===== src/rtl/pitch_pkg.sv =====
// Shared defaults and types for the pitch-detection pipeline (lag search and frequency stage).
package pitch_pkg;

  localparam int unsigned FS_DEFAULT         = 2000;
  localparam int unsigned MAX_TAU_DEFAULT    = 40;
  localparam int unsigned MIN_TAU_DEFAULT    = 2;
  localparam int unsigned TAU_WIDTH_DEFAULT  = 8;
  localparam int unsigned FRAC_BITS_DEFAULT  = 4;
  localparam int unsigned FREQ_WIDTH_DEFAULT = 16;

  typedef enum logic [1:0] {
    ST_IDLE,
    ST_CHECK,
    ST_DIVIDE,
    ST_DONE
  } pitch_state_t;

  // True when a lag lies inside the detectable pitch band.
  function automatic logic tau_in_range(input int unsigned tau,
                                        input int unsigned lo,
                                        input int unsigned hi);
    return (tau >= lo) && (tau <= hi);
  endfunction

endpackage


===== src/rtl/seq_divider.sv =====
// Restoring unsigned divider, one quotient bit per cycle MSB first; the start cycle already
// resolves the first bit so WIDTH bits finish in WIDTH cycles and done pulses the cycle after.
module seq_divider #(
  parameter int unsigned WIDTH = 16
) (
  input  logic             clk,
  input  logic             reset,
  input  logic             start,
  input  logic [WIDTH-1:0] dividend,
  input  logic [WIDTH-1:0] divisor,
  output logic [WIDTH-1:0] quotient,
  output logic [WIDTH-1:0] remainder,
  output logic             done,
  output logic             busy
);

  localparam int unsigned CNT_W = $clog2(WIDTH + 1);

  logic [WIDTH-1:0] rem_q;
  logic [WIDTH-1:0] quo_q;
  logic [CNT_W-1:0] cnt_q;
  logic             active_q;
  logic             done_q;

  logic [WIDTH-1:0] step_rem_c;
  logic [WIDTH-1:0] step_quo_c;
  logic [WIDTH:0]   trial_c;
  logic [WIDTH-1:0] next_rem_c;
  logic [WIDTH-1:0] next_quo_c;

  // One restoring step, fed from the operands on start or from the running state otherwise.
  always_comb begin
    step_rem_c = start ? '0 : rem_q;
    step_quo_c = start ? dividend : quo_q;
    trial_c    = {step_rem_c, step_quo_c[WIDTH-1]};
    next_rem_c = trial_c[WIDTH-1:0];
    next_quo_c = {step_quo_c[WIDTH-2:0], 1'b0};
    if (trial_c >= {1'b0, divisor}) begin
      next_rem_c = WIDTH'(trial_c - {1'b0, divisor});
      next_quo_c = {step_quo_c[WIDTH-2:0], 1'b1};
    end
  end

  always_ff @(posedge clk) begin
    if (reset) begin
      rem_q    <= '0;
      quo_q    <= '0;
      cnt_q    <= '0;
      active_q <= 1'b0;
      done_q   <= 1'b0;
    end else begin
      done_q <= 1'b0;
      if (start) begin
        rem_q    <= next_rem_c;
        quo_q    <= next_quo_c;
        cnt_q    <= CNT_W'(WIDTH - 1);
        active_q <= 1'b1;
      end else if (active_q) begin
        rem_q <= next_rem_c;
        quo_q <= next_quo_c;
        cnt_q <= cnt_q - CNT_W'(1);
        if (cnt_q == CNT_W'(1)) begin
          active_q <= 1'b0;
          done_q   <= 1'b1;
        end
      end
    end
  end

  assign quotient  = quo_q;
  assign remainder = rem_q;
  assign done      = done_q;
  assign busy      = active_q;

endmodule


===== src/rtl/pitch_freq_calc.sv =====
// Converts a detected lag (samples) into a fixed-point pitch in Hz: (FS << FRAC_BITS) / tau,
// with range check, rising-edge start detection and a sequential divider.
module pitch_freq_calc
  import pitch_pkg::*;
#(
  parameter int unsigned FS         = FS_DEFAULT,
  parameter int unsigned MAX_TAU    = MAX_TAU_DEFAULT,
  parameter int unsigned MIN_TAU    = MIN_TAU_DEFAULT,
  parameter int unsigned TAU_WIDTH  = TAU_WIDTH_DEFAULT,
  parameter int unsigned FRAC_BITS  = FRAC_BITS_DEFAULT,
  parameter int unsigned FREQ_WIDTH = FREQ_WIDTH_DEFAULT
) (
  input  logic                  clk,
  input  logic                  reset,
  input  logic                  tau_ready,
  input  logic [TAU_WIDTH-1:0]  min_tau,
  output logic [FREQ_WIDTH-1:0] freq,
  output logic                  freq_valid,
  output logic                  no_pitch,
  output logic                  busy
);

  localparam longint unsigned DIVIDEND_FULL = 64'(FS) << FRAC_BITS;
  localparam logic [FREQ_WIDTH-1:0] DIVIDEND = FREQ_WIDTH'(DIVIDEND_FULL);

  // The scaled sample rate must fit the quotient width or the result silently wraps.
  generate
    if (DIVIDEND_FULL >= (64'd1 << FREQ_WIDTH)) begin : g_freq_width_check
      $error("pitch_freq_calc: FS << FRAC_BITS does not fit in FREQ_WIDTH bits");
    end
  endgenerate

  pitch_state_t          state, next_state;
  logic                  tau_ready_q;
  logic [TAU_WIDTH-1:0]  tau_q, tau_d;
  logic [FREQ_WIDTH-1:0] freq_d;
  logic                  no_pitch_d;
  logic                  freq_valid_d;
  logic                  busy_d;
  logic                  start_evt_c;
  logic                  div_start_c;
  logic                  div_done;
  logic                  div_busy;
  logic [FREQ_WIDTH-1:0] div_quotient;
  logic [FREQ_WIDTH-1:0] div_remainder;

  assign start_evt_c = tau_ready & ~tau_ready_q;

  seq_divider #(
    .WIDTH(FREQ_WIDTH)
  ) u_div (
    .clk      (clk),
    .reset    (reset),
    .start    (div_start_c),
    .dividend (DIVIDEND),
    .divisor  (FREQ_WIDTH'(tau_q)),
    .quotient (div_quotient),
    .remainder(div_remainder),
    .done     (div_done),
    .busy     (div_busy)
  );

  // Edge register resets high so a level already present at reset release is not a start.
  always_ff @(posedge clk) begin
    if (reset) begin
      state       <= ST_IDLE;
      tau_ready_q <= 1'b1;
      tau_q       <= '0;
      freq        <= '0;
      no_pitch    <= 1'b0;
      freq_valid  <= 1'b0;
      busy        <= 1'b0;
    end else begin
      state       <= next_state;
      tau_ready_q <= tau_ready;
      tau_q       <= tau_d;
      freq        <= freq_d;
      no_pitch    <= no_pitch_d;
      freq_valid  <= freq_valid_d;
      busy        <= busy_d;
    end
  end

  always_comb begin
    next_state   = state;
    tau_d        = tau_q;
    freq_d       = freq;
    no_pitch_d   = no_pitch;
    freq_valid_d = 1'b0;
    div_start_c  = 1'b0;
    unique case (state)
      ST_IDLE: begin
        if (start_evt_c) begin
          tau_d      = min_tau;
          next_state = ST_CHECK;
        end
      end
      ST_CHECK: begin
        if (!tau_in_range(32'(tau_q), MIN_TAU, MAX_TAU)) begin
          no_pitch_d = 1'b1;
          freq_d     = '0;
          next_state = ST_DONE;
        end else begin
          no_pitch_d  = 1'b0;
          div_start_c = 1'b1;
          next_state  = ST_DIVIDE;
        end
      end
      ST_DIVIDE: begin
        if (div_done) next_state = ST_DONE;
      end
      ST_DONE: begin
        if (!no_pitch) freq_d = div_quotient;
        freq_valid_d = 1'b1;
        next_state   = ST_IDLE;
      end
      default: next_state = ST_IDLE;
    endcase
    busy_d = (next_state != ST_IDLE);
  end

endmodule

===== config.mk =====
export PLATFORM = sky130hd
export DESIGN_NAME = pitch_freq_calc
export DESIGN_NICKNAME = d
export VERILOG_FILES = /design/src/rtl/pitch_pkg.sv /design/src/rtl/seq_divider.sv /design/src/rtl/pitch_freq_calc.sv
export SDC_FILE = /design/constraint.sdc
export NUM_CORES = 1
export LEC_CHECK = 0
export CAP_MARGIN = 30
export CORE_ASPECT_RATIO = 1.2
export CORE_UTILIZATION = 49
export DETAILED_ROUTE_END_ITERATION = 10
export GPL_TIMING_DRIVEN = 0
export PLACE_DENSITY_LB_ADDON = 0.08
export SLEW_MARGIN = 20
export SYNTH_ARGS = -nofsm -noshare
export SYNTH_HDL_FRONTEND = slang
export SYNTH_SLANG_ARGS = --single-unit

===== constraint.sdc =====
create_clock -name clk -period 4.8 [get_ports clk]
set_input_delay 1.44 -clock clk [delete_from_list [all_inputs] [get_ports clk]]
set_output_delay 1.44 -clock clk [all_outputs]
set_load 0.05 [all_outputs]

==> results of run 1 <==
area by class of cell:
| type | instances | area, um^2 | share of cell area |
|---|---|---|---|
| plain buffers | 18 | 75.1 | 0.0192 |
| clock inverters | 7 | 50.0 | 0.0128 |
| well taps | 85 | 106 | 0.0272 |
| multi-input cells | 281 | 1830 | 0.467 |
| repair buffers | 28 | 280 | 0.0717 |
| inverters | 18 | 67.6 | 0.0173 |
| clock buffers | 9 | 124 | 0.0317 |
| flip-flops and latches | 69 | 1380 | 0.353 |
routing by layer:
metal,routed length [um],global-route usage,vias to the layer above
met5,0,0,-
met4,149,0.105,0
met3,349,0.0424,16
met2,3700,0.408,79
met1,3540,0.272,1345
li1,-,-,1456
kinds of logic (layout without fill, tap and decap cells):
logic type	Yosys count	after routing
AND/OR/NAND/NOR	136	136
AO/OA/AOI/OAI	98	98
flip-flops	69	69
buffers and inverters	36	80
multiplexers	23	23
adder cells (fa/ha/maj)	16	16
XOR/XNOR	8	8
registers in the layout, indices dropped and copies added, names as in the netlist:
register         count
busy                 1
freq                16
freq_valid           1
no_pitch             1
state                2
tau_q                8
tau_ready_q          1
u_div.busy           1
u_div.cnt_q          5
u_div.done           1
u_div.quotient      16
u_div.remainder     16
placed cells by master (no fill, tap or decap), types with 15 or more instances in the layout:
| cell | count |
|---|---|
| dfxtp_1 | 69 |
| nor2_1 | 43 |
| nand2_1 | 35 |
| a21oi_1 | 30 |
| clkdlybuf4s50_1 | 28 |
| mux2i_1 | 21 |
| nand3_1 | 19 |
| inv_1 | 18 |
| clkbuf_1 | 15 |
| ha_1 | 15 |
through the flow:
stage / utilization / hold slack [ns] / cell area (um^2)
final: 0.599 / 0.459 / 3910
after global routing: 0.599 / 0.482 / 3910
after CTS: 0.599 / 0.461 / 3910
after detailed placement: 0.573 / 0.450 / 3740
after global placement: 0.573 / 0.444 / 3740
after floorplan: - / 0.449 / 3350
power groups by stage:
stage | Sequential (uW) | Clock, uW | Combinational (uW)
floorplan | 725 | 0 | 773
global placement | 712 | 0 | 1000
global route | 713 | 461 | 1150
CTS | 701 | 432 | 1030
finish | 702 | 420 | 1040
detailed placement | 713 | 0 | 1020
critical path, stage by stage (launching register included):
cell,delay (ns)
dfxtp_1,0.36
o31a_1,0.30
o21ai_2,0.19
nand4_4,0.21
clkbuf_1,0.31
and2_1,0.26
ha_1,0.36
a2111oi_0,0.42
inv_1,0.09
o211ai_1,0.27
nand2b_1,0.17
and3b_1,0.26
buf_6,0.15
mux2_2,0.34
a211oi_1,0.21
how the worst min path moves through the flow:
stage / endpoint / cells past startpoint / slack (ns)
2_1_floorplan: tau_q[2]$_SDFFE_PP0P_ / 2 / 0.45
3_3_place_gp: freq[8]$_SDFFE_PP0P_ / 2 / 0.44
3_5_place_dp: freq[12]$_SDFFE_PP0P_ / 2 / 0.45
4_1_cts: freq[12]$_SDFFE_PP0P_ / 2 / 0.46
5_1_grt: freq[13]$_SDFFE_PP0P_ / 2 / 0.48
6_report: freq[11]$_SDFFE_PP0P_ / 2 / 0.46
==> reports/metrics.yaml, run 1 <==
status: "finished clean"
r2r-end: "u_div.remainder[0]$_SDFFE_PP0P_"
fill_cells: 597
fin_nets: 452
postCtsSetupBuffers: 0
min-delay-start: "freq[11]$_SDFFE_PP0P_"
ys_types: 49
synth-edff-count: 0
synth_xor_area_frac: 0.0209
min_period_ns: 3.98
num_rows: 32
path_clk_slew_ns: 0.08
netlist_top_cells_count: "dfxtp_1, nor2_1, nand2_1, a21oi_1, mux2i_1"
antenna_left: 0
p_per_area_mw_per_mm2: 553
cts_buffers: 9
clockBufferDepth: 2
areaGrowthSynthToFinish_pct: 16.7
grt_max_degree: 14
p_comb_frac: 0.481
critPathCapture: "u_div.remainder[0]$_SDFFE_PP0P_"
grt_use_total: 0.232
cellLeakagePower_uw: 0.00139
synth-simple-area-share: 0.194
firstDrtPassIters: 4
drive_above_1_share: 0.0535
syn_avg_cell_area_um2: 8.68
clkSinkCount: 69
power_uw: 2160
synth_nets: 413
power.switching_uw: 933
grt_pass1_vias: 2704
ys_top_cells_by_area: "dfxtp_1, mux2i_1, ha_1, nor2_1, a21oi_1"
coreArea_mm2: 0.00653
synth_cells: 386
critical_path.reg2reg.startpoint: "tau_q[1]$_SDFFE_PP0P_"
ys_seq_area_frac: 0.412
synth-adder-area-share: 0.0620
ios: 30
hold_violations: 0
syn_area_mm2: 0.00335
drc: 0
worst_ep_required_time_ns: 5.06
max_freq_ghz: 0.251
setup_violations: 0
period_share: 0.829
synth_async_sr_flop_share: 0
r2r_slack_ns: 0.82
initial_utilization: 0.513
clock_skew_ns: 0.0101
dominantRegCellSynth: "dfxtp_1"
htreeDepth: 3
clk_latency_ns: 0.35
crit_fanout: 10
drt-total-wl_mm: 7.74
yosysMostFrequentCell: "dfxtp_1"
p_sw_frac: 0.431
final.setup.tns_ns: 0
ir_drop_mv: 0.329
maxSlewHeadroom: 0.522
end_kind: "flip-flop"
cap_violations: 0
cts_tree: "built"
placedCellCount: 499
grt_overflow_total: 0
start_kind: "flip-flop"
die_area_mm2: 0.00717
crit_arrival_ns: 4.24
vias_per_cell: 5.62
worst_slew_pin_slew_ns: 0.717
yosysTopAreaCellShare: 0.412
hpwl_mm: 5.56
die_w_um: 77.5
power.internal_uw: 1230
maxSlewViolCount: 0
routedWlPerCell_um: 15.0
seq_power_share: 0.324
synth_top_family_by_area: "compound AO/OA/AOI/OAI gates"
vias: 2896
grt_pass1_wl_mm: 13.0
clkPwrFrac: 0.194
portBuffers: 28
yosysWarnings: 0
drtIter0Drc: 193
critPathKind: "flip-flop to flip-flop"
fp.dieH_um: 92.6
ctsHoldBuffers: 0
ys_ff_latch: 69
root_buffer: "clkbuf_8"
r2r_cells: 14
gp_congestion: 0.922
cts_resized: 0
grt_setup_unrepaired: "no"
startpoint: "tau_q[1]$_SDFFE_PP0P_"
synth_compound_area_frac: 0.199
antenna_cells: 0
hp-class: "flip-flop to flip-flop"
yosys.area.top_type: "dfxtp_1"
worst_slack_ns: 0.819
antenna_found_initial: 0
synth_mux_area_frac: 0.0695
finalNonFillerCells: 515
place_ws_ns: 0.859
(Power assumes the default switching activity.)
==> inputs of run 2 (changes only) <==
Clock period 4.8 ns to 4.1 ns, I/O delays scaled along.
==> reports/metrics.yaml, run 2 (synthesis gave the netlist of run 1 again) <==
final.setup.tns_ns: 0  # unchanged
worst_ep_required_time_ns: 4.36  # -0.70 ns
clockBufferDepth: 2  # unchanged
antenna_left: 0  # unchanged
crit_fanout: 10  # unchanged
status: "finished clean"
maxSlewViolCount: 0  # unchanged
cts_tree: "built"
num_rows: 32  # unchanged
finalNonFillerCells: 516  # +0.19%
drt-total-wl_mm: 7.78  # +0.54%
final_cell_mix: "dfxtp_1, nor2_1, nand2_1"
drive_above_1_share: 0.0580  # +0.00452
final_common_cell: "dfxtp_1"
ir_drop_mv: 0.392  # +19%
areaGrowthSynthToFinish_pct: 17.0
crit_arrival_ns: 4.13  # -0.11 ns
ctsHoldBuffers: 0  # unchanged
drc: 0  # unchanged
p_per_area_mw_per_mm2: 653  # +18%
grt_pass1_vias: 2704  # unchanged
clock_skew_ns: 0.00977  # -0.000288 ns
hold_slack_ns: 0.459  # -0.00000700 ns
wl_met2_mm: 3.73  # +0.97%
die_w_um: 77.5  # unchanged
drtIter0Drc: 178  # -7.8%
utilization: 0.601  # +0.00153
wl_met1_mm: 3.58  # +0.99%
cts_buffers: 9  # unchanged
path_clk_slew_ns: 0.08  # about the same
cap_violations: 0  # unchanged
initial_utilization: 0.513  # unchanged
wl_met3_um: 321  # -8.0%
end_kind: "flip-flop"
hold_violations: 0  # unchanged
firstDrtPassIters: 5  # +1
critPathKind: "flip-flop to flip-flop"
routedWlPerCell_um: 15.1  # +0.35%
worst_slew_pin_slew_ns: 0.713  # -0.00373 ns
antenna_found_initial: 0  # unchanged
hp-class: "flip-flop to flip-flop"
maxSlewHeadroom: 0.524  # +0.00249
clkSinkCount: 69  # unchanged
fin_nets: 453  # +0.22%
ios: 30  # unchanged
placedCellCount: 499  # unchanged
grt_max_degree: 14  # unchanged
htreeDepth: 3  # unchanged
die_area_mm2: 0.00717  # unchanged
min_period_ns: 3.87  # -0.115 ns
vias: 2890  # -0.21%
grt_overflow_total: 0  # unchanged
grt_setup_unrepaired: "no"
clk_latency_ns: 0.35  # about the same
period_share: 0.943  # +0.114
portBuffers: 28  # unchanged
fp.dieH_um: 92.6  # unchanged
vias_per_cell: 5.60  # -0.40%
coreArea_mm2: 0.00653  # unchanged
max_freq_ghz: 0.259  # +3.0%
gp_congestion: 0.922  # unchanged
root_buffer: "clkbuf_8"
cellLeakagePower_uw: 0.00140  # +0.43%
antenna_cells: 0  # unchanged
setup_violations: 0  # unchanged
grt_pass1_wl_mm: 13.0  # unchanged
hpwl_mm: 5.56  # unchanged
grt_use_total: 0.232  # unchanged
dr.max_layer_used: "met4"
start_kind: "flip-flop"
[run 2: changes by cell type in the layout (fill, tap and decap cells not counted), sizes merged]
| cell | before | now |
|---|---|---|
| clkbuf | 24 | 23 |
| buf | 3 | 5 |
[run 2: critical path: stages (launching register included)]
cell       delay, ns
dfxtp_1         0.36
o31a_1          0.30
o21ai_2         0.19
nand4_4         0.21
buf_2           0.26
and2_1          0.19
ha_1            0.36
a2111oi_1       0.40
inv_1           0.09
o211ai_1        0.29
nand2b_1        0.17
and3b_1         0.26
buf_6           0.15
mux2_2          0.34
a211oi_1        0.21
[run 2: cell type report]
| cell class | count | area (um^2) |
|---|---|---|
| Timing Repair Buffer | 29 | 288 |
| Tap cell | 85 | 106 |
| Buffer | 18 | 76.3 |
| Inverter | 18 | 67.6 |
| Fill cell | 595 | 2610 |
| Clock buffer | 9 | 124 |
| Sequential cell | 69 | 1380 |
| Clock inverter | 7 | 50.0 |
| Multi-Input combinational cell | 281 | 1830 |
[run 2: power by group]
| part | switching [uW] | total, uW | internal (uW) |
|---|---|---|---|
| sequential | 72.1 | 823 | 751 |
| clock | 272 | 492 | 220 |
| combinational | 758 | 1250 | 488 |
[run 2: through the flow]
step	power (uW)	cell area, um^2	worst slack (ns)
floorplan	1750	3350	0.700
global placement	2010	3740	0.239
detailed placement	2030	3740	0.159
CTS	2530	3910	0.154
global route	2740	3920	0.0134
finish	2560	3920	0.234
[run 2: repair_timing]
item                       in CTS  in global routing
setup endpoints to repair       0                 12
buffers inserted                0                  1
resized for setup               0                  4
[run 2: worst paths after layout]
kind                            slack (ns)                               to  depth (start not counted)             startpoint
worst max-delay path                  0.23  u_div.remainder[1]$_SDFFE_PP0P_                         14  tau_q[1]$_SDFFE_PP0P_
worst min-delay path                  0.46            freq[11]$_SDFFE_PP0P_                          2  freq[11]$_SDFFE_PP0P_
worst max register to register        0.23  u_div.remainder[1]$_SDFFE_PP0P_                         14  tau_q[1]$_SDFFE_PP0P_
worst min register to register        0.46            freq[11]$_SDFFE_PP0P_                          2  freq[11]$_SDFFE_PP0P_
[run 2: layer usage]
layer,up-vias,global-route usage
met4,0,0.105
met1,1333,0.272
met5,-,0
li1,1464,-
met3,12,0.0424
met2,81,0.408
